==> src/rtl/bcd_serial_adder_ctrl.sv <==
// Multi-digit BCD adder sequencer: one shared digit-add stage walks the packed
// operands least-significant digit first, one digit per clock.
module bcd_serial_adder_ctrl #(
  parameter int DIGITS = 4,
  parameter int CNT_W  = 4
) (
  input  logic                clk,
  input  logic                rst,
  input  logic                start,
  input  logic [4*DIGITS-1:0] a,
  input  logic [4*DIGITS-1:0] b,
  input  logic                cin,
  output logic                busy,
  output logic                done,
  output logic [4*DIGITS-1:0] sum,
  output logic                cout,
  output logic                err
);

  localparam int W = 4 * DIGITS;

  typedef enum logic [1:0] {
    IDLE = 2'd0,
    RUN  = 2'd1,
    DONE = 2'd2
  } state_t;

  // Returns {carry, digit}; the +6 skips the six unused codes above 9.
  function automatic logic [4:0] bcd_digit_add(input logic [3:0] x,
                                               input logic [3:0] y,
                                               input logic       c);
    logic [4:0] t;
    t = {1'b0, x} + {1'b0, y} + {4'd0, c};
    if (t > 5'd9) begin
      bcd_digit_add = {1'b1, t[3:0] + 4'd6};
    end else begin
      bcd_digit_add = {1'b0, t[3:0]};
    end
  endfunction

  function automatic logic has_bad_digit(input logic [W-1:0] v);
    logic bad;
    bad = 1'b0;
    for (int i = 0; i < DIGITS; i++) begin
      if (v[4*i +: 4] > 4'd9) begin
        bad = 1'b1;
      end else begin
        bad = bad;
      end
    end
    return bad;
  endfunction

  state_t             state_q, state_d;
  logic [W-1:0]       a_lat_q, a_lat_d;
  logic [W-1:0]       b_lat_q, b_lat_d;
  logic               cin_lat_q, cin_lat_d;
  logic               carry_q, carry_d;
  logic [CNT_W-1:0]   cnt_q, cnt_d;
  logic [W-1:0]       sum_q, sum_d;
  logic               cout_q, cout_d;
  logic               err_q, err_d;

  logic               accept_s;
  logic               last_s;
  logic [W-1:0]       a_sh_s, b_sh_s;
  logic               c_in_s;
  logic [4:0]         add_s;

  assign accept_s = start && ((state_q == IDLE) || (state_q == DONE));
  assign last_s   = (cnt_q == CNT_W'(DIGITS - 1));
  assign a_sh_s   = a_lat_q >> {cnt_q, 2'b00};
  assign b_sh_s   = b_lat_q >> {cnt_q, 2'b00};
  assign c_in_s   = (cnt_q == {CNT_W{1'b0}}) ? cin_lat_q : carry_q;
  assign add_s    = bcd_digit_add(a_sh_s[3:0], b_sh_s[3:0], c_in_s);

  // State and datapath registers with synchronous reset.
  always_ff @(posedge clk) begin
    if (rst) begin
      state_q   <= IDLE;
      a_lat_q   <= '0;
      b_lat_q   <= '0;
      cin_lat_q <= 1'b0;
      carry_q   <= 1'b0;
      cnt_q     <= '0;
      sum_q     <= '0;
      cout_q    <= 1'b0;
      err_q     <= 1'b0;
    end else begin
      state_q   <= state_d;
      a_lat_q   <= a_lat_d;
      b_lat_q   <= b_lat_d;
      cin_lat_q <= cin_lat_d;
      carry_q   <= carry_d;
      cnt_q     <= cnt_d;
      sum_q     <= sum_d;
      cout_q    <= cout_d;
      err_q     <= err_d;
    end
  end

  // Next-state logic.
  always_comb begin
    state_d = state_q;
    case (state_q)
      IDLE: begin
        if (start) state_d = RUN;
        else       state_d = IDLE;
      end
      RUN: begin
        if (last_s) state_d = DONE;
        else        state_d = RUN;
      end
      DONE: begin
        if (start) state_d = RUN;
        else       state_d = IDLE;
      end
      default: state_d = IDLE;
    endcase
  end

  // Operand latch, digit ripple and result accumulation.
  always_comb begin
    a_lat_d   = a_lat_q;
    b_lat_d   = b_lat_q;
    cin_lat_d = cin_lat_q;
    carry_d   = carry_q;
    cnt_d     = cnt_q;
    sum_d     = sum_q;
    cout_d    = cout_q;
    err_d     = err_q;
    if (accept_s) begin
      a_lat_d   = a;
      b_lat_d   = b;
      cin_lat_d = cin;
      carry_d   = 1'b0;
      cnt_d     = '0;
      sum_d     = '0;
      cout_d    = 1'b0;
      err_d     = has_bad_digit(a) | has_bad_digit(b);
    end else if (state_q == RUN) begin
      // Unprocessed digits are still zero, so OR-ing the new digit in is enough.
      sum_d   = sum_q | (W'(add_s[3:0]) << {cnt_q, 2'b00});
      carry_d = add_s[4];
      cnt_d   = cnt_q + CNT_W'(1);
      if (last_s) begin
        cout_d = add_s[4];
      end else begin
        cout_d = cout_q;
      end
    end else begin
      cnt_d = cnt_q;
    end
  end

  // Status outputs decoded from the state register.
  always_comb begin
    busy = 1'b0;
    done = 1'b0;
    case (state_q)
      IDLE:    begin busy = 1'b0; done = 1'b0; end
      RUN:     begin busy = 1'b1; done = 1'b0; end
      DONE:    begin busy = 1'b0; done = 1'b1; end
      default: begin busy = 1'b0; done = 1'b0; end
    endcase
  end

  assign sum  = sum_q;
  assign cout = cout_q;
  assign err  = err_q;

endmodule

==> config.mk <==
export PLATFORM = sky130hd
export DESIGN_NAME = bcd_serial_adder_ctrl
export DESIGN_NICKNAME = d
export VERILOG_FILES = /design/src/rtl/bcd_serial_adder_ctrl.sv
export SDC_FILE = /design/constraint.sdc
export NUM_CORES = 1
export LEC_CHECK = 0
export CAP_MARGIN = 20
export CORE_MARGIN = 3
export CORE_UTILIZATION = 54
export CTS_CLUSTER_DIAMETER = 100
export DETAILED_ROUTE_END_ITERATION = 10
export HOLD_SLACK_MARGIN = 0.1
export PLACE_DENSITY_LB_ADDON = 0.1
export RECOVER_POWER = 50
export SYNTH_ARGS = -nofsm -noshare
export SYNTH_HDL_FRONTEND = slang
export SYNTH_SLANG_ARGS = --single-unit
==> constraint.sdc <==
create_clock -name clk -period 7.41 [get_ports clk]
set_input_delay 1.1115 -clock clk [delete_from_list [all_inputs] [get_ports clk]]
set_output_delay 1.1115 -clock clk [all_outputs]
set_load 0.01 [all_outputs]
==> results of run 1 <==
[registers in the layout (all words and copies together) (netlist names)]
name and flops:
carry_q 1, cout 1, b_lat_q 16, cin_lat_q 1, a_lat_q 16, state_q 2, err 1, cnt_q 4
sum 16
[synth_stat cells, types with 2 or more instances]
library cell	instances	area share [%]
xnor2_1	2	0.67
and2_1	8	1.9
a22o_1	4	1.3
buf_1	3	0.43
inv_1	4	0.58
dfxtp_1	58	45
mux4_2	8	6.9
nor2_1	18	2.6
nand4_1	2	0.48
clkbuf_1	15	2.2
nand2_1	82	12
a21oi_1	42	8.1
xor2_1	3	1.0
o21ai_0	16	3.1
nor2b_1	4	0.96
nand2b_1	4	0.96
nor4_1	4	0.96
nand3_1	3	0.58
ha_1	6	2.9
fa_1	2	1.5
[how the worst max path moves through the flow]
stage	startpoint	to	cells after the start
after floorplan	cnt_q[0]	sum[10]	13
after global placement	cnt_q[0]	sum[10]	12
after detailed placement	cnt_q[0]	sum[10]	12
after CTS	cnt_q[0]	sum[6]	12
after global routing	cnt_q[0]	sum[11]	14
final	cnt_q[0]	sum[6]	14
[layout make-up]
cell class / instances / area share (%)
multi-input combinational: 221 / 40.38
inverter: 6 / 0.6775
clock buffer: 13 / 4.479
clock inverter: 3 / 0.4516
timing repair buffer: 58 / 17.12
tap: 52 / 1.957
sequential: 58 / 34.93
[layer usage]
layer	global-route usage [%]	vias up	part of all wire, %
met4	10.29	0	2.2
met1	30.12	1063	46
met2	33.65	64	46
met5	0	-	0
met3	5.145	14	5.6
li1	-	1130	-
[power groups by stage]
stage          sequential, mW  combinational [mW]  clock, mW
2_1_floorplan           0.339              0.0837          0
4_1_cts                 0.336               0.124      0.249
5_1_grt                 0.338               0.137      0.262
6_report                0.336               0.123      0.243
3_3_place_gp            0.343               0.120          0
3_5_place_dp            0.343               0.123          0
[cell families (layout without fill, tap and decap cells)]
kind of cell	count (synthesis)	count (layout)	synth area share [%]
compound gates	71	71	16.96
xor+xnor	5	5	1.687
fa+ha+maj	8	8	4.434
buf+inv	25	80	3.662
flops	58	58	44.72
mux	10	10	7.759
simple gates	127	127	20.77
[worst reg2reg max path, stage by stage, from the launching register on]
cell and delay, ns:
dfxtp_1 0.77, inv_1 0.18, ha_1 0.24, nand2_1 0.06
mux2_2 0.34, fa_1 0.41, fa_1 0.42, xor2_1 0.24
inv_2 0.07, ha_1 0.23, nor2b_1 0.14, a31o_4 0.22
o31a_1 0.27, a2111oi_4 0.43, a22o_1 0.18
[through the flow]
step | setup slack, ns | hold slack (ns) | util [%] | std cells | power [mW]
floorplan | 3.485 | 0.4331 | - | 304 | 0.4230
global placement | 3.240 | 0.4369 | 70.25 | 395 | 0.4625
detailed placement | 3.139 | 0.4456 | 70.25 | 395 | 0.4657
CTS | 3.120 | 0.4536 | 73.89 | 411 | 0.7090
global route | 2.828 | 0.4741 | 73.81 | 411 | 0.7365
finish | 3.153 | 0.4558 | 73.81 | 411 | 0.7022
==> results.md, run 1 <==
* Post-synth EDFFs at 0
* Synth warn at 0
* CTS tree: built
* Clock network power share at 34.6%
* Drc violations at 0
* Share of layout cells above drive strength 1 at 8.357%
* Clock Skews at 0.008087 ns
* GPL Wtd Cong at 0.8322
* Mapped Avg Cell Area at 8.540 µm²
* Data arrival, critical path at 4.52 ns
* Worst hold path class: flip-flop to flip-flop
* Hold Buf Count CTS at 0
* Buffers on Ports at 55
* Power Internal at 0.5152 mW
* Reg power frac at 47.9%
* DRT iter0 DRCs at 167
* Period utilization at 57.45%
* Fill cells at 358
* Worst skew pair latency at 0.33 ns
* Detail Route Antenna Nets at 0
* Top Family by Delay on Critical Path: adder cells
* Initial antenna violation count at 0
* Vias at 2271
* # Max-Cap Violations at 1
* # Post-CTS Setup Buffers at 0
* Clock transition at path regs at 0.06 ns
* DIE HEIGHT at 75.34 µm
* Async SR Flop Fraction at 0%
* CTS Root Cell: clkbuf_8
* Synth Cell Area at 2596 µm²
* Worst-margin pin slew at 1.635 ns
* # diodes at 0
* Clk sink count at 58
* Peak VDD IR at 0.1412 mV
* Overflow after GRT at 0
* Largest net degree at the start of global routing at 39
* Worst Path Buf+Inv at 2
* Mapped Cells at 304
* Power Density at 211.2 nW/µm²
* Placed cell areas at 3164 µm²
* Worst reg-to-reg path cell count at 14
* Switching Fraction at 26.63%
* FF-to-FF End: sum[6]
* Area of the multi-input gates at 1343 µm²
* Peak Freq at 0.2349 GHz
* Max-slew headroom at -8.992%
* Vias/cell at 5.526
* #FFs+latches synth at 58
* Synthesized Nets at 348
* Num CTS Buffers at 9
* Crit Path Max Fanout at 14
* CP cell instances: inv_1 > ha_1 > nand2_1 > mux2_2 > fa_1 > fa_1 > xor2_1 > inv_2 > ha_1 > nor2b_1 > a31o_4 > o31a_1 > a2111oi_4 > a22o_1
* Die extent in x at 75.34 µm
* Failing checks: capacitance limit, slew limit
* Hold Crit Endpoint: a_lat_q[5]
* Register area share after synthesis at 44.72%
* Die area at 5676 µm²
* Vias in the first global route at 2116
* Post-route cell area at 3324 µm²
* Row Count at 24
* Run status: finished with violations
* Logic pwr share at 17.6%
* Clock Path Buffers at 2
* Register Area at 1161 µm²
* Commonest non-fill, non-tap cell in the layout: nand2_1
* Commonest cells after routing, fill and taps aside: nand2_1, dfxtp_1, clkdlybuf4s50_1
* H-tree depth at 3
* DP HPWL at 4117 µm
* Post-CTS sizing at 0
* CP max stage cell: dfxtp_1
* First-pass GRT wire length at 9549 µm
* Period minus WS final at 4.257 ns
* Initial Util at 57.64%
* Synth cell types at 36
* Fin. Hold Viols at 0
* Area grow syn2layout at 28.05%
* Core footprint at 4504 µm²
* Critical hold path startpoint: a_lat_q[5]
* Worst reg2reg startpoint: cnt_q[0]
* NetSw at 0.1870 mW
* Average wire per standard cell at 14.09 µm
* Top_reg_cell synth: dfxtp_1
* Slew Viols, Final at 39
* Final setup fails at 0
* Worst EP required at 7.68 ns
* CP Class: flip-flop to flip-flop
* Final nets at 398
* Critical Path End Type: flip-flop
* GRT Total Usage at 22.16%
* CP peak stage delay at 0.77 ns
* Number of I/O pins at 56
* Setup TNS at 0 ns
* Startpoint Class: flip-flop
* Leakage at 1.249 nW
* RSZ-0062 raised after global routing: false
* 1st-pass router iterations at 4
* WHS Path Cells at 2
* Wirelength, routed at 5789 µm
* Reg2reg setup slack at 3.15 ns
(Power assumes the default switching activity.)
==> run 2: changes to the inputs <==
- CORE_UTILIZATION: 54 -> 50
- clock period: 7.41 -> 4.3 ns (I/O delays scaled with it)
==> run 2 against run 1 <==
The flow now finishes without violations. Utilization fell by 3.9 points. Flip-flop and latch count stayed put. Sequential power is 71% higher. First-iteration DRC count down 19%. Cell count is 4.1% higher. Critical path depth decreased by 2. Worst hold slack got worse by 0.0062 ns. Wire length increased by 2.1%. Clock-buffer cell count fell by 4. Critical path type unchanged. Highest routed layer unchanged.
==> results.md, run 2 (same netlist as run 1, synthesis figures left out) <==
* Busiest grt layer: met2 (unchanged)
* NetSw at 0.3489 mW (was 0.1870 mW)
* # diodes at 0 (unchanged)
* Die extent in x at 78.06 µm (was 75.34 µm)
* Critical Path End Type: flip-flop (unchanged)
* Period utilization at 92.99% (was 57.45%)
* Buffers on Ports at 55 (unchanged)
* CP cell instances: mux4_2 > and2_1 > fa_1 > fa_1 > xor2_1 > inv_2 > ha_1 > nor2b_1 > a31o_4 > o31a_1 > a2111oi_4 > a22o_1 (was inv_1 > ha_1 > nand2_1 > mux2_2 > fa_1 > fa_1 > xor2_1 > inv_2 > ha_1 > nor2b_1 > a31o_4 > o31a_1 > a2111oi_4 > a22o_1)
* Die area at 6093 µm² (was 5676 µm²)
* Critical path origin: cnt_q[0] (unchanged)
* 1st-pass router iterations at 4 (unchanged)
* Wirelength, routed at 5910 µm (was 5789 µm)
* Max-slew headroom at 2.078% (was -8.992%)
* Worst path most repeated cell: fa_1
* GRT Total Usage at 20.94% (was 22.16%)
* Setup TNS at 0 ns (unchanged)
* Worst reg2reg startpoint: cnt_q[0] (unchanged)
* Tot Pwr at 1.339 mW (was 0.7022 mW)
* Hold_ws at 0.4496 ns (was 0.4558 ns)
* FF-to-FF End: sum[14] (was sum[6])
* Core footprint at 4880 µm² (was 4504 µm²)
* Met3 usage at 6.193% (was 5.145%)
* Final Core Density at 69.87% (was 73.81%)
* Post-CTS sizing at 0 (unchanged)
* Number of I/O pins at 56 (unchanged)
* CP peak stage delay at 0.56 ns (was 0.77 ns)
* Worst hold path class: flip-flop to flip-flop (unchanged)
* # Max-Cap Violations at 0 (was 1)
* Crit. path cell count at 12 (was 14)
* Vias in the first global route at 2158 (was 2116)
* H-tree depth at 3 (unchanged)
* Worst skew pair latency at 0.34 ns (was 0.33 ns)
* CP max stage cell: dfxtp_1 (unchanged)
* Met2 GRT Util at 31.59% (was 33.65%)
* Detail Route Antenna Nets at 0 (unchanged)
* WHS Path Cells at 2 (unchanged)
* Switching Fraction at 26.05% (was 26.63%)
* Commonest cells after routing, fill and taps aside: nand2_1, dfxtp_1, clkdlybuf4s50_1 (unchanged)
* Reg power frac at 43.0% (was 47.9%)
* Leakage at 1.276 nW (was 1.249 nW)
* Logic pwr share at 16.2% (was 17.6%)
* Clock network power share at 40.8% (was 34.6%)
* Run status: finished, final reports clean (was finished with violations)
* CTS tree: built (unchanged)
* Share of layout cells above drive strength 1 at 9.418% (was 8.357%)
* Clk sink count at 58 (unchanged)
* Crit Path Max Fanout at 9 (was 14)
* Met1 Resource Use GR at 28.39% (was 30.12%)
* GPL Wtd Cong at 0.8103 (was 0.8322)
* Drc violations at 0 (unchanged)
* Critical hold path startpoint: sum[3] (was a_lat_q[5])
* Vias at 2286 (was 2271)
* Peak VDD IR at 0.2981 mV (was 0.1412 mV)
* Worst-margin pin slew at 1.469 ns (was 1.635 ns)
* Worst reg-to-reg path cell count at 12 (was 14)
* Slew Viols, Final at 0 (was 39)
* Top Family by Delay on Critical Path: adder cells (unchanged)
* Initial Util at 53.21% (was 57.64%)
* Fin. Hold Viols at 0 (unchanged)
* Power Density at 392.8 nW/µm² (was 211.2 nW/µm²)
* CP Class: flip-flop to flip-flop (unchanged)
* Clock Path Buffers at 2 (unchanged)
* Worst Path Buf+Inv at 1 (was 2)
* Period minus WS final at 3.998 ns (was 4.257 ns)
* Power Internal at 0.9902 mW (was 0.5152 mW)
* Reg2reg setup slack at 0.30 ns (was 3.15 ns)
* # Post-CTS Setup Buffers at 0 (unchanged)
* Clock Skews at 0.008174 ns (was 0.008087 ns)
* Largest net degree at the start of global routing at 39 (unchanged)
* RSZ-0062 raised after global routing: false (unchanged)
* Worst EP required at 4.58 ns (was 7.68 ns)
* Fill cells at 391 (was 358)
* Startpoint Class: flip-flop (unchanged)
* Commonest non-fill, non-tap cell in the layout: nand2_1 (unchanged)
* Hold Buf Count CTS at 0 (unchanged)
* DRT iter0 DRCs at 136 (was 167)
* Hold Crit Endpoint: sum[3] (was a_lat_q[5])
* First-pass GRT wire length at 10030 µm (was 9549 µm)
* Overflow after GRT at 0 (unchanged)
* Initial antenna violation count at 0 (unchanged)
* Data arrival, critical path at 4.28 ns (was 4.52 ns)
* Average wire per standard cell at 13.81 µm (was 14.09 µm)
* Final nets at 400 (was 398)
* DIE HEIGHT at 78.06 µm (was 75.34 µm)
* DP HPWL at 4164 µm (was 4117 µm)
* Vias/cell at 5.341 (was 5.526)
* CTS Root Cell: clkbuf_8 (unchanged)
* Final setup fails at 0 (unchanged)
* Clock transition at path regs at 0.07 ns (was 0.06 ns)
* Peak Freq at 0.2501 GHz (was 0.2349 GHz)
* Num CTS Buffers at 9 (unchanged)
* Row Count at 25 (was 24)
* Area grow syn2layout at 31.33% (was 28.05%)
==> run 2: cell count changes in the layout (fill, tap and decap cells not counted), moves of 2 or more <==
cell | previous run | this run
buf_4 | 2 | 4
bufinv_16 | 0 | 2
clkinvlp_4 | 0 | 2
clkbuf_1 | 4 | 1
==> run 2: power groups by stage <==
stage	sequential, mW	clock (mW)	combinational, mW
global route	0.579	0.578	0.239
floorplan	0.585	0	0.144
global placement	0.587	0	0.213
CTS	0.576	0.554	0.218
detailed placement	0.588	0	0.217
finish	0.576	0.546	0.217
==> run 2: cell type report <==
class,instances,area (µm²),share of cell area (%)
clock inverter,7,93.84,2.752
multi-input combinational,221,1340,39.30
inverter,6,22.52,0.6606
sequential,58,1161,34.05
timing repair buffer,60,584.3,17.14
tap,67,83.83,2.459
clock buffer,9,123.9,3.633
==> run 2: worst max-delay path by stage <==
stage	endpoint	slack [ns]
5_1_grt	sum[10]	0.09
2_1_floorplan	sum[10]	0.37
4_1_cts	sum[10]	0.31
3_3_place_gp	sum[10]	0.46
6_report	sum[14]	0.30
3_5_place_dp	sum[14]	0.33
==> run 2: stage by stage <==
step / std cells / worst slack (ns) / instance area, µm²
2_1_floorplan: 304 / 0.3746 / 2596
3_3_place_gp: 412 / 0.4595 / 3198
3_5_place_dp: 412 / 0.3260 / 3198
4_1_cts: 428 / 0.3076 / 3416
5_1_grt: 428 / 0.08899 / 3410
6_report: 428 / 0.3015 / 3410
==> run 2: worst reg2reg max path: stages (launching register included) <==
cell       delay (ns)
dfxtp_1          0.56
mux4_2           0.54
and2_1           0.19
fa_1             0.47
fa_1             0.42
xor2_1           0.25
inv_2            0.07
ha_1             0.22
nor2b_1          0.14
a31o_4           0.23
o31a_1           0.27
a2111oi_4        0.40
a22o_1           0.19
==> run 2: metal layers <==
metal / wire, µm / vias to the layer above
met1: 2685 / 1071
met4: 25 / 0
met5: 0 / -
met2: 2751 / 74
met3: 447 / 3
li1: - / 1138
